==> src/rtl/char_lane_render_if.sv <==
// Purpose : move-request / pixel-write bundle between the game FSM, char_lane_render and the VGA adapter.
// Latency : n/a (signal bundle only).
// Backpressure: none; the pixel stream is fire-and-forget, and the producer paces moves using Busy.
// Ports   : MoveLeft/MoveRight (requests in), CurrPos (lane), XOut/YOut/Color/Plot (VGA write), Busy, DoneDrawing.
interface char_lane_render_if;
    logic       MoveLeft;
    logic       MoveRight;
    logic [1:0] CurrPos;
    logic [7:0] XOut;
    logic [6:0] YOut;
    logic [2:0] Color;
    logic       Plot;
    logic       Busy;
    logic       DoneDrawing;

    // master: the renderer, which drives the pixel stream and status.
    modport master (
        input  MoveLeft, MoveRight,
        output CurrPos, XOut, YOut, Color, Plot, Busy, DoneDrawing
    );

    // slave: the game FSM / VGA side, which issues moves and consumes pixels.
    modport slave (
        output MoveLeft, MoveRight,
        input  CurrPos, XOut, YOut, Color, Plot, Busy, DoneDrawing
    );
endinterface

==> src/rtl/char_lane_render.sv <==
// Purpose : holds the player lane (0..3); on each move, erases the 9x5 sprite at the old lane, then draws it at the new lane.
// Latency : first pixel 1 cycle after acceptance; 45 erase + 45 draw pixels back to back; DoneDrawing on the next cycle.
// Backpressure: none downstream. Requests arriving while busy go into a one-deep slot; later ones are dropped.
// Ports   : Clock, Reset (sync, active-low), bus (char_lane_render_if.master).
// Option  : define CHAR_OUTLINE_EN to draw only the sprite border in CHAR_COLOR; the interior uses BG_COLOR.
module char_lane_render #(
    parameter int         CHAR_W     = 9,
    parameter int         CHAR_H     = 5,
    parameter int         Y_BASE     = 102,
    parameter logic [2:0] CHAR_COLOR = 3'b110,
    parameter logic [2:0] BG_COLOR   = 3'b000
) (
    input  logic               Clock,
    input  logic               Reset,
    char_lane_render_if.master bus
);
    localparam int XW = $clog2(CHAR_W);
    localparam int YW = $clog2(CHAR_H);

    typedef enum logic [2:0] {INIT, IDLE, ERASE, DRAW, DONE} state_t;

    state_t        state, nxt_state;
    logic [XW-1:0] xcnt, nxt_xcnt;
    logic [YW-1:0] ycnt, nxt_ycnt;
    logic [1:0]    pos, nxt_pos;          // committed lane
    logic [1:0]    tgt, nxt_tgt;          // lane being moved to
    logic          pend_vld, nxt_pend_vld;
    logic          pend_dir, nxt_pend_dir; // 1 = right

    logic [7:0]    x_q, nxt_x;
    logic [6:0]    y_q, nxt_y;
    logic [2:0]    col_q, nxt_col;
    logic          plot_q, nxt_plot;
    logic          busy_q, nxt_busy;
    logic          done_q, nxt_done;

    logic          live_vld, live_dir;
    logic          req_vld, req_dir, req_ok;
    logic          last_x, last_y;
    logic [2:0]    draw_col;

    function automatic logic [7:0] lane_base(input logic [1:0] lane);
        case (lane)
            2'd0:    lane_base = 8'd6;
            2'd1:    lane_base = 8'd24;
            2'd2:    lane_base = 8'd78;
            default: lane_base = 8'd132;
        endcase
    endfunction

    // Both directions at once cancel out and never count as a request.
    assign live_vld = bus.MoveLeft ^ bus.MoveRight;
    assign live_dir = bus.MoveRight;
    assign last_x   = (xcnt == XW'(CHAR_W - 1));
    assign last_y   = (ycnt == YW'(CHAR_H - 1));

    always_ff @(posedge Clock) begin
        if (!Reset) begin
            state    <= INIT;
            xcnt     <= '0;
            ycnt     <= '0;
            pos      <= 2'd0;
            tgt      <= 2'd0;
            pend_vld <= 1'b0;
            pend_dir <= 1'b0;
            x_q      <= '0;
            y_q      <= '0;
            col_q    <= '0;
            plot_q   <= 1'b0;
            busy_q   <= 1'b1;
            done_q   <= 1'b0;
        end else begin
            state    <= nxt_state;
            xcnt     <= nxt_xcnt;
            ycnt     <= nxt_ycnt;
            pos      <= nxt_pos;
            tgt      <= nxt_tgt;
            pend_vld <= nxt_pend_vld;
            pend_dir <= nxt_pend_dir;
            x_q      <= nxt_x;
            y_q      <= nxt_y;
            col_q    <= nxt_col;
            plot_q   <= nxt_plot;
            busy_q   <= nxt_busy;
            done_q   <= nxt_done;
        end
    end

    // Next state, counters and the registered pixel word. Outputs are computed from the
    // next-cycle state, so the registered pixel always matches the state it belongs to.
    always_comb begin
        nxt_state    = state;
        nxt_xcnt     = xcnt;
        nxt_ycnt     = ycnt;
        nxt_pos      = pos;
        nxt_tgt      = tgt;
        nxt_pend_vld = pend_vld;
        nxt_pend_dir = pend_dir;
        req_vld      = 1'b0;
        req_dir      = 1'b0;
        req_ok       = 1'b0;

        case (state)
            INIT: begin
                nxt_state = DRAW;
                nxt_xcnt  = '0;
                nxt_ycnt  = '0;
            end
            IDLE: begin
                // A pending move takes priority. A live request in the same cycle is dropped.
                if (pend_vld) begin
                    req_vld      = 1'b1;
                    req_dir      = pend_dir;
                    nxt_pend_vld = 1'b0;
                end else if (live_vld) begin
                    req_vld = 1'b1;
                    req_dir = live_dir;
                end
                req_ok = req_vld && (req_dir ? (pos != 2'd3) : (pos != 2'd0));
                if (req_ok) begin
                    nxt_state = ERASE;
                    nxt_tgt   = req_dir ? pos + 2'd1 : pos - 2'd1;
                    nxt_xcnt  = '0;
                    nxt_ycnt  = '0;
                end
            end
            ERASE, DRAW: begin
                if (last_x) begin
                    nxt_xcnt = '0;
                    nxt_ycnt = last_y ? '0 : ycnt + YW'(1);
                end else begin
                    nxt_xcnt = xcnt + XW'(1);
                end
                if (last_x && last_y) begin
                    if (state == ERASE) begin
                        nxt_state = DRAW;
                        nxt_pos   = tgt;   // lane commits on the first draw pixel
                    end else begin
                        nxt_state = DONE;
                    end
                end
            end
            DONE:    nxt_state = IDLE;
            default: nxt_state = INIT;
        endcase

        // Outside IDLE, the first request that arrives is parked in the one-deep slot.
        if (state != IDLE && live_vld && !pend_vld) begin
            nxt_pend_vld = 1'b1;
            nxt_pend_dir = live_dir;
        end

`ifdef CHAR_OUTLINE_EN
        draw_col = (nxt_xcnt == '0 || nxt_xcnt == XW'(CHAR_W - 1) ||
                    nxt_ycnt == '0 || nxt_ycnt == YW'(CHAR_H - 1)) ? CHAR_COLOR : BG_COLOR;
`else
        draw_col = CHAR_COLOR;
`endif

        nxt_plot = (nxt_state == ERASE) || (nxt_state == DRAW);
        nxt_done = (nxt_state == DONE);
        nxt_busy = (nxt_state != IDLE) || nxt_pend_vld;
        nxt_x    = '0;
        nxt_y    = '0;
        nxt_col  = '0;
        if (nxt_plot) begin
            // ERASE runs before pos updates; DRAW runs after. Either way, nxt_pos is the lane to address.
            nxt_x   = lane_base(nxt_pos) + 8'(nxt_xcnt);
            nxt_y   = 7'(Y_BASE) + 7'(nxt_ycnt);
            nxt_col = (nxt_state == ERASE) ? BG_COLOR : draw_col;
        end
    end

    assign bus.CurrPos     = pos;
    assign bus.XOut        = x_q;
    assign bus.YOut        = y_q;
    assign bus.Color       = col_q;
    assign bus.Plot        = plot_q;
    assign bus.Busy        = busy_q;
    assign bus.DoneDrawing = done_q;
endmodule

==> src/flat_wrapper.sv <==
// flat-port wrapper written by rule: the top's interface ports become plain ports
module char_lane_render_flat 
#(
    parameter int         CHAR_W     = 9,
    parameter int         CHAR_H     = 5,
    parameter int         Y_BASE     = 102,
    parameter logic [2:0] CHAR_COLOR = 3'b110,
    parameter logic [2:0] BG_COLOR   = 3'b000
)
  (Clock, Reset, bus_MoveLeft, bus_MoveRight, bus_CurrPos, bus_XOut, bus_YOut, bus_Color, bus_Plot, bus_Busy, bus_DoneDrawing);
  char_lane_render_if bus_i ();
  input  logic Clock;
  input  logic Reset;
  input wire logic [$bits(bus_i.MoveLeft)-1:0] bus_MoveLeft;
  input wire logic [$bits(bus_i.MoveRight)-1:0] bus_MoveRight;
  output wire logic [$bits(bus_i.CurrPos)-1:0] bus_CurrPos;
  output wire logic [$bits(bus_i.XOut)-1:0] bus_XOut;
  output wire logic [$bits(bus_i.YOut)-1:0] bus_YOut;
  output wire logic [$bits(bus_i.Color)-1:0] bus_Color;
  output wire logic [$bits(bus_i.Plot)-1:0] bus_Plot;
  output wire logic [$bits(bus_i.Busy)-1:0] bus_Busy;
  output wire logic [$bits(bus_i.DoneDrawing)-1:0] bus_DoneDrawing;
  assign bus_i.MoveLeft = bus_MoveLeft;
  assign bus_i.MoveRight = bus_MoveRight;
  assign bus_CurrPos = bus_i.CurrPos;
  assign bus_XOut = bus_i.XOut;
  assign bus_YOut = bus_i.YOut;
  assign bus_Color = bus_i.Color;
  assign bus_Plot = bus_i.Plot;
  assign bus_Busy = bus_i.Busy;
  assign bus_DoneDrawing = bus_i.DoneDrawing;
  char_lane_render #(.CHAR_W(CHAR_W), .CHAR_H(CHAR_H), .Y_BASE(Y_BASE), .CHAR_COLOR(CHAR_COLOR), .BG_COLOR(BG_COLOR)) u_core (.Clock(Clock), .Reset(Reset), .bus(bus_i));
endmodule
==> config.mk <==
export PLATFORM = sky130hd
export DESIGN_NAME = char_lane_render_flat
export DESIGN_NICKNAME = d
export VERILOG_FILES = /design/src/rtl/char_lane_render_if.sv /design/src/rtl/char_lane_render.sv /design/src/flat_wrapper.sv
export SDC_FILE = /design/constraint.sdc
export NUM_CORES = 1
export LEC_CHECK = 0
export ABC_AREA = 1
export ABC_CLOCK_PERIOD_IN_PS = 6100
export CAP_MARGIN = 15
export CORE_UTILIZATION = 55
export CTS_CLUSTER_DIAMETER = 100
export DETAILED_ROUTE_END_ITERATION = 8
export GPL_ROUTABILITY_DRIVEN = 0
export PLACE_DENSITY = 0.81
export SETUP_SLACK_MARGIN = 0.15
export SYNTH_ARGS = -nofsm -noshare
export SYNTH_HDL_FRONTEND = slang
export SYNTH_SLANG_ARGS = --single-unit
==> constraint.sdc <==
create_clock -name Clock -period 6.1 [get_ports Clock]
set_clock_uncertainty 0.15 [all_clocks]
set_input_delay 1.83 -clock Clock [delete_from_list [all_inputs] [get_ports Clock]]
set_output_delay 1.83 -clock Clock [all_outputs]
set_load 0.05 [all_outputs]
==> impl_metrics.env <==
export IMPL_area_growth_pct=16.5
export IMPL_antenna_left=0
export IMPL_vias_per_cell=4.71
export IMPL_static_leakage_power_nw=1.02
export IMPL_ios=27
export IMPL_grt_pass1_wl_um=4870
export IMPL_switchingPower_w=0.000144
export IMPL_cp_end_kind="register"
export IMPL_synth_edf_count=0
export IMPL_status="completed"
export IMPL_synth_area_leaders="dfxtp_1, ha_1, nand2_1"
export IMPL_synth_seq_area_share_pct=38.0
export IMPL_yosysUniqueCellTypes=36
export IMPL_worst_ep_arrival_time_ps=4280
export IMPL_fin_tns_setup_ps=0
export IMPL_synth_avg_cell_area_um2=8.09
export IMPL_p_int_w=0.000313
export IMPL_yosysTopAreaCellShare_pct=38.0
export IMPL_fmax_ghz=0.238
export IMPL_slew_viol_final=0
export IMPL_crit_path_frequent_cell="nand2_1"
export IMPL_first_global_vias=1143
export IMPL_cts_buffer_depth=2
export IMPL_antenna_found_initial=0
export IMPL_totalWireLength_um=2890
export IMPL_rows=20
export IMPL_crit_path_start_kind="input port"
export IMPL_p_sw_share_pct=31.5
export IMPL_ys_seq_elements=33
export IMPL_postSynthCellCount=215
export IMPL_n_antenna_cell=0
export IMPL_post_cts_buffers=0
export IMPL_min_period_ps=4200
export IMPL_insertion_delay_ps=340
export IMPL_dr_pass1_iters=4
export IMPL_grt_use_total_pct=19.5
export IMPL_portBuffers=24
export IMPL_finalCritPeriodShare_pct=68.8
export IMPL_drtIter0Drc=41
export IMPL_cts_resized=0
export IMPL_maxCapViolCount=0
export IMPL_pwr_share_clk_pct=26.8
export IMPL_die_area_um2=3390
export IMPL_crit_required_ps=6180
export IMPL_final_fill_count=260
export IMPL_drive_gt1_share_pct=14.6
export IMPL_yosysMostFrequentCell="nand2_1"
export IMPL_htree_levels=2
export IMPL_p_comb_share_pct=22.0
export IMPL_critical_path_class="input port to register"
export IMPL_syn_area_um2=1740
export IMPL_hold_violations=0
export IMPL_cp_cell_sequence="clkdlybuf4s50_1 > inv_1 > ha_1 > nand2_1 > nand3_2 > nand2_1 > nand2_1 > nand2_1 > nand2_1 > ha_1 > fa_1 > nand2_1 > inv_1 > o21ai_0 > nor2_2"
export IMPL_cts_tree="yes"
export IMPL_reg2reg_from="u_core.xcnt[0]$_SDFF_PN0_"
export IMPL_final_nets=258
export IMPL_setup_viol=0
export IMPL_power_density_nw_per_um2=225
export IMPL_ys_async_sr_fraction_pct=0
export IMPL_ys_warn_count=0
export IMPL_min_path_type="register to register"
export IMPL_startpoint="bus_MoveLeft"
export IMPL_seqPwrFrac_pct=51.1
export IMPL_core_area_um2=3030
export IMPL_grt_max_degree=15
export IMPL_synthFlopType="dfxtp_1"
export IMPL_vdd_ir_drop_max_mv=0.155
export IMPL_cts_buffers_inserted=5
export IMPL_whs_ps=349
export IMPL_cts_hold_buf=0
export IMPL_routed_via_count=1337
export IMPL_regToRegSetupSlack_ps=3250
export IMPL_rsz0062_at_grt="false"
export IMPL_drc=0
export IMPL_start_util_pct=57.4
export IMPL_cpMaxStageDelayCell="clkdlybuf4s50_1"
export IMPL_hp_start="u_core.pend_dir$_SDFFE_PN0P_"
export IMPL_cts_root_buf="clkbuf_4"
export IMPL_grt_remaining_overflow=0
export IMPL_dieWidth_um=58.2
export IMPL_wl_per_cell_um=10.2
export IMPL_slew_limit_headroom_pct=65.4
export IMPL_tightest_slew_ps=518
export IMPL_die_h_um=58.2
export IMPL_cp_max_fo=6
export IMPL_clock_sinks=33
export IMPL_hpwl_um=2170
export IMPL_synth_top_cell_by_area="dfxtp_1"
export IMPL_slowest_delay_ps=460
export IMPL_path_clk_slew_ps=100
export IMPL_synthTopCellsByCount="nand2_1, inv_1, dfxtp_1"
## cell families after synthesis
logic type	share of synthesized area, %
fa+ha+maj	10.5
flops	38.0
simple gates	30.6
buf+inv	12.8
xor+xnor	2.52
other cells	0.216
compound gates	5.32
## power groups by stage
stage / registers [W] / clock network (W) / logic [W]
floorplan: 0.000261 / 0 / 0.0000560
global placement: 0.000238 / 0 / 0.0000991
detailed placement: 0.000238 / 0 / 0.000101
CTS: 0.000233 / 0.000125 / 0.000101
global route: 0.000235 / 0.000138 / 0.000109
finish: 0.000233 / 0.000123 / 0.000101
## placed cells by master, fill, tap and decap left out, types with 2 or more instances in the layout
cell / n
nand3b_1: 3
o211ai_1: 2
conb_1: 2
nor2_1: 18
o21ai_2: 2
xnor2_1: 2
clkdlybuf4s50_1: 24
ha_1: 13
clkbuf_4: 5
nor2_2: 8
nand2_1: 37
inv_1: 36
o21ai_0: 6
dfxtp_1: 33
a21oi_1: 3
nand2_4: 2
inv_2: 3
clkinv_2: 2
nand2_2: 2
xor2_1: 3
nand3_1: 16
nor4_1: 2
nand3_2: 3
## worst paths after layout
check | to | cells after the start
min | u_core.pend_dir$_SDFFE_PN0P_ | 2
min reg2reg | u_core.pend_dir$_SDFFE_PN0P_ | 2
max | u_core.bus.XOut[5]$_SDFF_PN0_ | 15
max reg2reg | u_core.bus.XOut[4]$_SDFF_PN0_ | 17
## flip-flops by register name, summed over array words and instances, names as in the netlist
name and cells:
u_core.bus.Plot 1, u_core.bus.Busy 1, u_core.bus.DoneDrawing 1, u_core.ycnt 3, u_core.bus.CurrPos 2, u_core.bus.YOut 5
u_core.bus.XOut 8, u_core.state 3, u_core.tgt 2, u_core.pend_dir 1, u_core.bus.Color 1, u_core.xcnt 4
u_core.pend_vld 1
## critical path: cells and delay by family
| kind | cells | cell delay [ps] |
|---|---|---|
| compound gates | 1 | 190 |
| fa+ha+maj | 3 | 910 |
| buf+inv | 3 | 540 |
| simple gates | 8 | 830 |
## metal layers
| layer | global-route usage (%) | share of wire (%) | wire, um |
|---|---|---|---|
| met4 | 7.82 | 1.5 | 44 |
| met5 | 0 | 0 | 0 |
| met3 | 7.37 | 5.1 | 149 |
| met2 | 31.5 | 47 | 1360 |
| met1 | 23.5 | 46 | 1340 |
## layout make-up
type / instances / area (um^2) / share of cell area (%)
clock buffer: 7 / 55.1 / 2.72
inverter: 41 / 156 / 7.72
multi-input combinational: 135 / 860 / 42.4
sequential: 33 / 661 / 32.6
tap: 44 / 55.1 / 2.72
timing repair buffer: 24 / 240 / 11.9
## per-stage QoR
stage / cells / power (W) / setup slack [ps] / cell area, um^2 / utilization, %
after floorplan: 216 / 0.000317 / 2210 / 1740 / -
after global routing: 284 / 0.000481 / 1650 / 2030 / 66.9
final: 284 / 0.000457 / 1900 / 2030 / 66.9
after detailed placement: 277 / 0.000339 / 1560 / 1970 / 65.1
after CTS: 284 / 0.000460 / 1920 / 2030 / 66.9
after global placement: 277 / 0.000337 / 1630 / 1970 / 65.1
No activity file was read; power rests on OpenSTA's default activity.
